[src/rtl/alu_serial_seq_if.sv]
// alu_serial_seq_if: request/acknowledge bus between the serial sequencer and its
// arithmetic core.
//   core_a, core_b  assembled operands (sequencer -> core)
//   core_op         latched opcode (sequencer -> core)
//   core_req        level request, held until acknowledged (sequencer -> core)
//   core_ack        acknowledge; core_result valid in the same cycle (core -> sequencer)
//   core_result     core result (core -> sequencer)
// Modports: master = sequencer side, slave = core side.
interface alu_serial_seq_if #(
    parameter int unsigned WIDTH = 32,
    parameter int unsigned OPW   = 2
);
    logic [WIDTH-1:0] core_a;
    logic [WIDTH-1:0] core_b;
    logic [OPW-1:0]   core_op;
    logic             core_req;
    logic             core_ack;
    logic [WIDTH-1:0] core_result;

    modport master (
        output core_a,
        output core_b,
        output core_op,
        output core_req,
        input  core_ack,
        input  core_result
    );

    modport slave (
        input  core_a,
        input  core_b,
        input  core_op,
        input  core_req,
        output core_ack,
        output core_result
    );
endinterface

[src/rtl/alu_serial_seq.sv]
// alu_serial_seq: byte-serial front end for a word-wide arithmetic core.
// Collects WIDTH/8 operand bytes for A then B (LSB first), hands both to the core
// over a req/ack bus, then streams the result back one byte per cycle (LSB first).
// Ports:
//   clk, rst_n  clock, asynchronous active-low reset
//   in          operand byte stream
//   start       operation request (accepted in IDLE, and in ERR when enabled)
//   opcode      operation select, latched with start
//   out, done   result byte stream, done high while out carries a result byte
//   state       current FSM state code (IDLE=0 LOAD_A=1 LOAD_B=2 REQ=3 OUT=4 ERR=7)
//   err         sticky core-timeout flag
//   core        alu_serial_seq_if master modport (its WIDTH/OPW must match this module)
// Build option: define ALU_SEQ_TIMEOUT_EN to bound the core wait to TIMEOUT cycles;
// on expiry the request is dropped, err is set and the FSM parks in ERR. Without it
// the core wait is unbounded and err stays 0.
module alu_serial_seq #(
    parameter int unsigned WIDTH   = 32,
    parameter int unsigned OPW     = 2,
    parameter int unsigned TIMEOUT = 255
) (
    input  logic             clk,
    input  logic             rst_n,
    input  logic [7:0]       in,
    input  logic             start,
    input  logic [OPW-1:0]   opcode,
    output logic [7:0]       out,
    output logic             done,
    output logic [3:0]       state,
    output logic             err,
    alu_serial_seq_if.master core
);
    localparam int unsigned NB = WIDTH / 8;

    typedef enum logic [3:0] {
        StIdle  = 4'd0,
        StLoadA = 4'd1,
        StLoadB = 4'd2,
        StReq   = 4'd3,
        StOut   = 4'd4,
        StErr   = 4'd7
    } state_e;

    state_e           state_q;
    logic [3:0]       cnt_q;
    logic [WIDTH-1:0] a_q;
    logic [WIDTH-1:0] b_q;
    logic [WIDTH-1:0] result_q;
    logic [OPW-1:0]   op_q;
    logic             req_q;
    logic             done_q;
    logic             err_q;
    logic [7:0]       out_q;
    logic             last_byte;

`ifdef ALU_SEQ_TIMEOUT_EN
    localparam int unsigned TW = $clog2(TIMEOUT + 1);
    logic [TW-1:0] wait_q;
`endif

    assign last_byte = (cnt_q == 4'(NB - 1));

    always_ff @(posedge clk or negedge rst_n) begin
        if (!rst_n) begin
            state_q  <= StIdle;
            cnt_q    <= '0;
            a_q      <= '0;
            b_q      <= '0;
            result_q <= '0;
            op_q     <= '0;
            req_q    <= 1'b0;
            done_q   <= 1'b0;
            err_q    <= 1'b0;
            out_q    <= '0;
`ifdef ALU_SEQ_TIMEOUT_EN
            wait_q   <= '0;
`endif
        end else begin
            case (state_q)
                StIdle: begin
                    if (start) begin
                        op_q    <= opcode;
                        cnt_q   <= '0;
                        state_q <= StLoadA;
                    end
                end
                StLoadA: begin
                    a_q[8*cnt_q +: 8] <= in;
                    if (last_byte) begin
                        cnt_q   <= '0;
                        state_q <= StLoadB;
                    end else begin
                        cnt_q <= cnt_q + 4'd1;
                    end
                end
                StLoadB: begin
                    b_q[8*cnt_q +: 8] <= in;
                    if (last_byte) begin
                        cnt_q   <= '0;
                        req_q   <= 1'b1;
                        state_q <= StReq;
`ifdef ALU_SEQ_TIMEOUT_EN
                        wait_q  <= '0;
`endif
                    end else begin
                        cnt_q <= cnt_q + 4'd1;
                    end
                end
                StReq: begin
                    if (core.core_ack) begin
                        // Byte 0 goes out on the capture edge so the stream starts
                        // one cycle after the acknowledge.
                        result_q <= core.core_result;
                        out_q    <= core.core_result[7:0];
                        done_q   <= 1'b1;
                        req_q    <= 1'b0;
                        cnt_q    <= '0;
                        state_q  <= StOut;
                    end
`ifdef ALU_SEQ_TIMEOUT_EN
                    else if (wait_q == TW'(TIMEOUT - 1)) begin
                        req_q   <= 1'b0;
                        err_q   <= 1'b1;
                        state_q <= StErr;
                    end else begin
                        wait_q <= wait_q + TW'(1);
                    end
`endif
                end
                StOut: begin
                    if (last_byte) begin
                        out_q   <= '0;
                        done_q  <= 1'b0;
                        cnt_q   <= '0;
                        state_q <= StIdle;
                    end else begin
                        out_q <= result_q[8*(cnt_q + 4'd1) +: 8];
                        cnt_q <= cnt_q + 4'd1;
                    end
                end
`ifdef ALU_SEQ_TIMEOUT_EN
                StErr: begin
                    // A late core_ack is ignored here; only start leaves ERR.
                    if (start) begin
                        op_q    <= opcode;
                        cnt_q   <= '0;
                        err_q   <= 1'b0;
                        state_q <= StLoadA;
                    end
                end
`endif
                default: state_q <= StIdle;
            endcase
        end
    end

    assign out          = out_q;
    assign done         = done_q;
    assign state        = state_q;
    assign err          = err_q;
    assign core.core_a  = a_q;
    assign core.core_b  = b_q;
    assign core.core_op = op_q;
    assign core.core_req = req_q;
endmodule

[src/flat_wrapper.sv]
// flat-port wrapper written by rule: the top's interface ports become plain ports
module alu_serial_seq_flat 
#(
    parameter int unsigned WIDTH   = 32,
    parameter int unsigned OPW     = 2,
    parameter int unsigned TIMEOUT = 255
)
  (clk, rst_n, in, start, opcode, out, done, state, err, core_core_a, core_core_b, core_core_op, core_core_req, core_core_ack, core_core_result);
  alu_serial_seq_if #(.WIDTH(WIDTH), .OPW(OPW)) core_i ();
  input  logic clk;
  input  logic rst_n;
  input  logic [7:0] in;
  input  logic start;
  input  logic [OPW-1:0] opcode;
  output logic [7:0] out;
  output logic done;
  output logic [3:0] state;
  output logic err;
  output wire logic [$bits(core_i.core_a)-1:0] core_core_a;
  output wire logic [$bits(core_i.core_b)-1:0] core_core_b;
  output wire logic [$bits(core_i.core_op)-1:0] core_core_op;
  output wire logic [$bits(core_i.core_req)-1:0] core_core_req;
  input wire logic [$bits(core_i.core_ack)-1:0] core_core_ack;
  input wire logic [$bits(core_i.core_result)-1:0] core_core_result;
  assign core_core_a = core_i.core_a;
  assign core_core_b = core_i.core_b;
  assign core_core_op = core_i.core_op;
  assign core_core_req = core_i.core_req;
  assign core_i.core_ack = core_core_ack;
  assign core_i.core_result = core_core_result;
  alu_serial_seq #(.WIDTH(WIDTH), .OPW(OPW), .TIMEOUT(TIMEOUT)) u_core (.clk(clk), .rst_n(rst_n), .in(in), .start(start), .opcode(opcode), .out(out), .done(done), .state(state), .err(err), .core(core_i));
endmodule
[config.mk]
export PLATFORM = sky130hd
export DESIGN_NAME = alu_serial_seq_flat
export DESIGN_NICKNAME = d
export VERILOG_FILES = /design/src/rtl/alu_serial_seq_if.sv /design/src/rtl/alu_serial_seq.sv /design/src/flat_wrapper.sv
export SDC_FILE = /design/constraint.sdc
export NUM_CORES = 1
export LEC_CHECK = 0
export ABC_AREA = 1
export ABC_CLOCK_PERIOD_IN_PS = 2700
export CAP_MARGIN = 15
export CORE_ASPECT_RATIO = 1.4
export CORE_MARGIN = 2
export CORE_UTILIZATION = 28
export DETAILED_ROUTE_END_ITERATION = 10
export HOLD_SLACK_MARGIN = 0.05
export PLACE_DENSITY = 0.48
export SYNTH_ARGS = -nofsm -noshare
export SYNTH_HDL_FRONTEND = slang
export SYNTH_SLANG_ARGS = --single-unit
[constraint.sdc]
create_clock -name clk -period 2.7 [get_ports clk]
set_input_delay 0.54 -clock clk [delete_from_list [all_inputs] [get_ports clk]]
set_output_delay 0.54 -clock clk [all_outputs]
set_load 0.05 [all_outputs]
Word-level counts from Yosys, hierarchy flattened
Index checks and enable logic that the tools add are counted.
- multiplexer cells: 21
- $add $sub $neg: 3
- eq/ne operators: 10
- reduce and logical (&&, ||, !) cells: 12
- shift-type cells: 3
- operators by type and width (kind ; count):
    bitwise mux 32 bit ; 2
    negator 7 -> 34 bit ; 1
    variable shift 8 x 34 -> 32 bit (first input constant) ; 1
    indexed part select 8 x 34 -> 32 bit ; 1
    indexed part select 32 x 33 -> 8 bit ; 1
    two-way mux 4 bit ; 8
    one-hot mux 4 bit (5 select lines) ; 1
    two-way mux 8 bit ; 2
    one-hot mux 8 bit (2 select lines) ; 1
    equality test 4 x 2 -> 1 bit (second input constant) ; 3
    one-hot mux 4 bit (3 select lines) ; 1
    AND reduction 3 bit ; 3
    != test 2 x 1 -> 1 bit (second input constant) ; 3
    AND reduction 2 bit ; 3
    adder 4 x 1 -> 5 bit (second input constant) ; 1
    AND reduction 5 bit ; 1
    adder 4 x 1 -> 4 bit (second input constant) ; 1
    equality test 4 x 1 -> 1 bit (second input constant) ; 1
    equality test 4 x 3 -> 1 bit (second input constant) ; 1
    zero test 4 bit ; 1
    two-way mux 1 bit ; 4
    != test 2 bit (second input constant) ; 2
    one-hot mux 1 bit (2 select lines) ; 2
    nonzero test 2 bit ; 2
    2 further kinds ; 2
- logic and storage cells: 58
- bits in registers: 116
- bits of input ports: 46
- output and inout port bits: 81

Logic depth before layout (Yosys ltp)
- depth after elaboration: 4
- mapped depth: 12

Worst setup path after synthesis
No wires, ideal clock.
- path kind: reg-to-reg
- start point: register u_core.cnt_q[0]
- end point: register u_core.a_q[10], in the netlist u_core.core.core_a[10]
- buffers on the path: 2
- arrival: 1937 ps
- cell stages (with the launch flop): 12
- setup slack: 644 ps
- cell sequence: dfrtp_1 > inv_1 > clkbuf_1 > buf_2 > ha_1 > inv_1 > nand3_1 > nand2_1 > nor2_4 > nand4_1 > nand2_1 > nand2_1
- word-level cells in the longest chain between the ends: 3
- elaborated cells on any way between the ends: 4
- classes of those cells: add/sub: 1; shift: 2; mux: 1
- ends and longest elaborated chain (what ; line ; text):
    from (decl) ; alu_serial_seq.sv:44 ; logic [3:0] cnt_q;
    from (signal assigned) ; alu_serial_seq.sv:92 ; cnt_q <= cnt_q + 4'd1;
    from (signal assigned) ; alu_serial_seq.sv:105 ; cnt_q <= cnt_q + 4'd1;
    from (signal assigned) ; alu_serial_seq.sv:137 ; cnt_q <= cnt_q + 4'd1;
    negator 7 -> 34 bit (*) ; alu_serial_seq.sv:87 ; a_q[8*cnt_q +: 8] <= in;
    indexed part select 8 x 34 -> 32 bit / variable shift 8 x 34 -> 32 bit (equally long branches) ; alu_serial_seq.sv:87 ;
    bitwise mux 32 bit (*) ; alu_serial_seq.sv:87 ;
    to (signal, indexed assignment) ; alu_serial_seq.sv:87 ;
    to (decl) ; alu_serial_seq.sv:45 ; logic [WIDTH-1:0] a_q;
Mark *: on every way between the ends. The rest lies on a longest branch, timed or not.
A chain may end at the register's enable or synchronous reset.

Worst setup path in the final report
- start point: register u_core.cnt_q[1]
- end point: register u_core.b_q[12], in the netlist u_core.core.core_b[12]
- word-level cells in the longest chain between the ends: 3
- elaborated cells on any way between the ends: 4
- classes of those cells: add/sub: 1; shift: 2; mux: 1
- ends and longest elaborated chain (what ; line ; text):
    negator 7 -> 34 bit (*) ; alu_serial_seq.sv:96 ; b_q[8*cnt_q +: 8] <= in;
    indexed part select 8 x 34 -> 32 bit / variable shift 8 x 34 -> 32 bit (equally long branches) ; alu_serial_seq.sv:96 ;
    bitwise mux 32 bit (*) ; alu_serial_seq.sv:96 ;
    to (signal, indexed assignment) ; alu_serial_seq.sv:96 ;
    to (decl) ; alu_serial_seq.sv:46 ; logic [WIDTH-1:0] b_q;
Marked as above.

==> impl_metrics.yaml <==
worst_setup_path:
  slowest_stage: "ha_1"
  crit_arrival_ps: 2440
  crit_type: "reg2reg"
  critPathRequiredTime_ps: 2940
  endpoint_kind: "flop"
  r2r_end: "u_core.core.core_b[12]"
  slowest_delay_ps: 490
  r2r-start: "u_core.cnt_q[1]"
  crit_path_frequent_cell: "nand2_1"
  startpoint_type: "flop"
  rrSetupSlack_ps: 490
  rr_worst_depth: 8
  crit_fanout: 11
  worstPathCellList: "nor2_1 > nand2_1 > ha_1 > nand2_1 > nor2_4 > nand4_1 > nand2_1 > nand2_1"
synthesis:
  postSynthCellCount: 554
  syn_area_um2: 4720
  avgSynthCellArea_um2: 8.52
  ys_seq_area_share_pct: 56.7
  synth_cell_types: 25
  synth_seq_cells: 107
  yosysWarnings: 1
cells_and_area:
  seq_area_um2: 2680
  fillers: 1725
  multiInputGateArea_um2: 1810
  stdcell_area_um2: 6530
  diodes: 0
  drive_gt1_share_pct: 6.44
  synthToLayoutAreaGrowth_pct: 38.2
  fin_nets: 727
drt:
  routed_wirelength_mm: 13.3
  drt_pass1_iterations: 5
  wl_per_cell_um: 15.0
  ant_nets: 0
  drt_iter0_drc: 172
  drc_errors: 0
  routed_via_density: 4.64
  vias: 4112
sta:
  rsz0062_at_grt: "no"
  finalMaxSlewViolations: 0
  fin_skew_ps: 11.5
  slew_headroom_pct: 64.5
  period_minus_slack_ps: 2210
  tns_ps: 0
  worst_pin_slew_ps: 531
  max_freq_mhz: 453
  hold_viol: 0
  post-route-period-util_pct: 81.8
  setup_viol: 0
floorplan:
  initial_utilization_pct: 28.4
  core-area_um2: 16600
  fp.dieW_um: 114
  fp.dieArea_um2: 17900
  die_h_um: 158
  num_rows: 56
  boundaryPins: 127
grt:
  grt_pass1_wl_mm: 21.6
  grt_max_degree: 49
  grt-ovfl-total: 0
  grt_use_total_pct: 15.1
  antenna_found_initial: 0
  grt_pass1_vias: 4245
run:
  cap_violations: 0
cts:
  post_cts_buffers: 0
  clk_path_buf_depth: 2
  cts_resized: 0
  cts_inserted_buffers: 9
  cts_tree: "built"
  clk_pin_slew_ps: 80
  cts-root-buf: "clkbuf_16"
  insertion_delay_ps: 350
  cts_sinks: 107
  ctsHoldBuffers: 0
  h-tree-depth: 3
place:
  dpl.hpwl_mm: 9.99
  dpl_cell_area_um2: 6190
  place.gp.congestion: 0.777
  port_buffers: 124
min_path:
  hp-class: "in2async"
power:
  p_leak_nw: 3.00
  p_per_area_nw_per_um2: 1460
  peakVddDrop_mv: 0.380
run_status:
  status: "completed"
==> area by class of cell <==
type | instances | share of cell area [%]
inverter | 26 | 1.50
sequential | 107 | 41.0
clock buffer | 9 | 3.45
timing repair buffer | 138 | 20.8
tap | 203 | 3.89
multi-input combinational | 396 | 27.7
clock inverter | 7 | 1.61
==> cells by family (layout without fill, tap and decap cells) <==
| logic type | Yosys count | after routing | synth area share [%] |
|---|---|---|---|
| buf+inv | 52 | 180 | 5.04 |
| compound gates | 55 | 55 | 5.88 |
| mux | 2 | 2 | 0.477 |
| xor+xnor | 3 | 3 | 0.557 |
| simple gates | 331 | 331 | 30.5 |
| flops | 107 | 107 | 56.7 |
| fa+ha+maj | 3 | 3 | 0.795 |
| other cells | 1 | 2 | 0.0794 |
==> placed cells by master, fill, tap and decap left out, types with 3 or more instances in the layout <==
cell type,count
nor3_1,9
nor2_2,4
inv_6,3
ha_1,3
nor2_1,48
inv_1,24
nand2_1,202
dfrtp_1,107
o21ai_1,16
nand3_1,24
buf_4,14
o21ai_0,37
nand4_1,38
clkbuf_16,9
clkdlybuf4s50_1,123
xor2_1,3
==> report_power, final <==
group          internal (mW)  switching (mW)  total [mW]  leakage [nW]
combinational           1.62            3.71        5.33          1.67
clock                  0.831           0.631        1.46         0.159
sequential              2.31           0.423        2.73          1.17
==> metrics by stage <==
| step | total power, mW | hold WS (ps) | worst slack, ps | utilization, % | std cells |
|---|---|---|---|---|---|
| 2_1_floorplan | 6.28 | 244 | 644 | - | 555 |
| 3_3_place_gp | 8.09 | 454 | 592 | 37.3 | 870 |
| 3_5_place_dp | 8.16 | 459 | 500 | 37.3 | 870 |
| 4_1_cts | 9.65 | 142 | 480 | 39.3 | 886 |
| 5_1_grt | 10.2 | 151 | 288 | 39.3 | 886 |
| 6_report | 9.53 | 130 | 492 | 39.3 | 886 |
==> flip-flops by register name, indices dropped and copies added, names as in the netlist <==
| signal | flops |
|---|---|
| u_core.core.core_b | 32 |
| u_core.core.core_a | 32 |
| u_core.out | 8 |
| u_core.done | 1 |
| u_core.result_q | 24 |
| u_core.state | 3 |
| u_core.core.core_op | 2 |
| u_core.cnt_q | 4 |
| u_core.core.core_req | 1 |
==> cell usage after synthesis <==
| master | number | area share (%) |
|---|---|---|
| nand2_1 | 202 | 16 |
| dfrtp_1 | 107 | 57 |
| nor2_1 | 48 | 3.8 |
| nand4_1 | 38 | 5.0 |
| o21ai_0 | 37 | 3.9 |
| inv_1 | 24 | 1.9 |
| nand3_1 | 24 | 2.5 |
| o21ai_1 | 16 | 1.7 |
| buf_2 | 13 | 1.4 |
| nor3_1 | 9 | 0.95 |
| clkbuf_1 | 6 | 0.48 |
| nor2_2 | 4 | 0.53 |
| buf_4 | 3 | 0.48 |
| ha_1 | 3 | 0.80 |
| xor2_1 | 3 | 0.56 |
| buf_1 | 2 | 0.16 |
| buf_6 | 2 | 0.48 |
| inv_2 | 2 | 0.16 |
| mux2_2 | 2 | 0.48 |
| nand3_4 | 2 | 0.74 |
| nor2_4 | 2 | 0.48 |
| o22ai_1 | 2 | 0.26 |
| conb_1 | 1 | 0.079 |
| nand2_2 | 1 | 0.13 |
| nand3b_1 | 1 | 0.16 |
==> worst max-delay path by stage <==
stage / start / to / slack, ps / cells after the start
after floorplan: u_core.cnt_q[0] / u_core.core.core_a[10] / 640 / 11
after global placement: u_core.cnt_q[1] / u_core.core.core_a[30] / 590 / 8
after detailed placement: u_core.cnt_q[1] / u_core.core.core_a[28] / 500 / 8
after CTS: u_core.cnt_q[1] / u_core.core.core_a[28] / 480 / 8
after global routing: u_core.cnt_q[1] / u_core.core.core_b[12] / 290 / 8
final: u_core.cnt_q[1] / u_core.core.core_b[12] / 490 / 8
==> layer usage <==
layer | vias up | part of all wire, % | track usage [%]
met3 | 5 | 5.0 | 2.64
met1 | 1946 | 42 | 18.1
met2 | 112 | 53 | 28.1
met5 | - | 0 | 0
met4 | 0 | 0.54 | 3.25
li1 | 2049 | - | -
==> critical path: cells and delay by family (launching register included) <==
family | cells | cell delay, ps
adders and majority gates | 1 | 490
DFF | 1 | 390
and+or+nand+nor | 7 | 1230
Note: power is estimated with default switching activity, not from simulation.
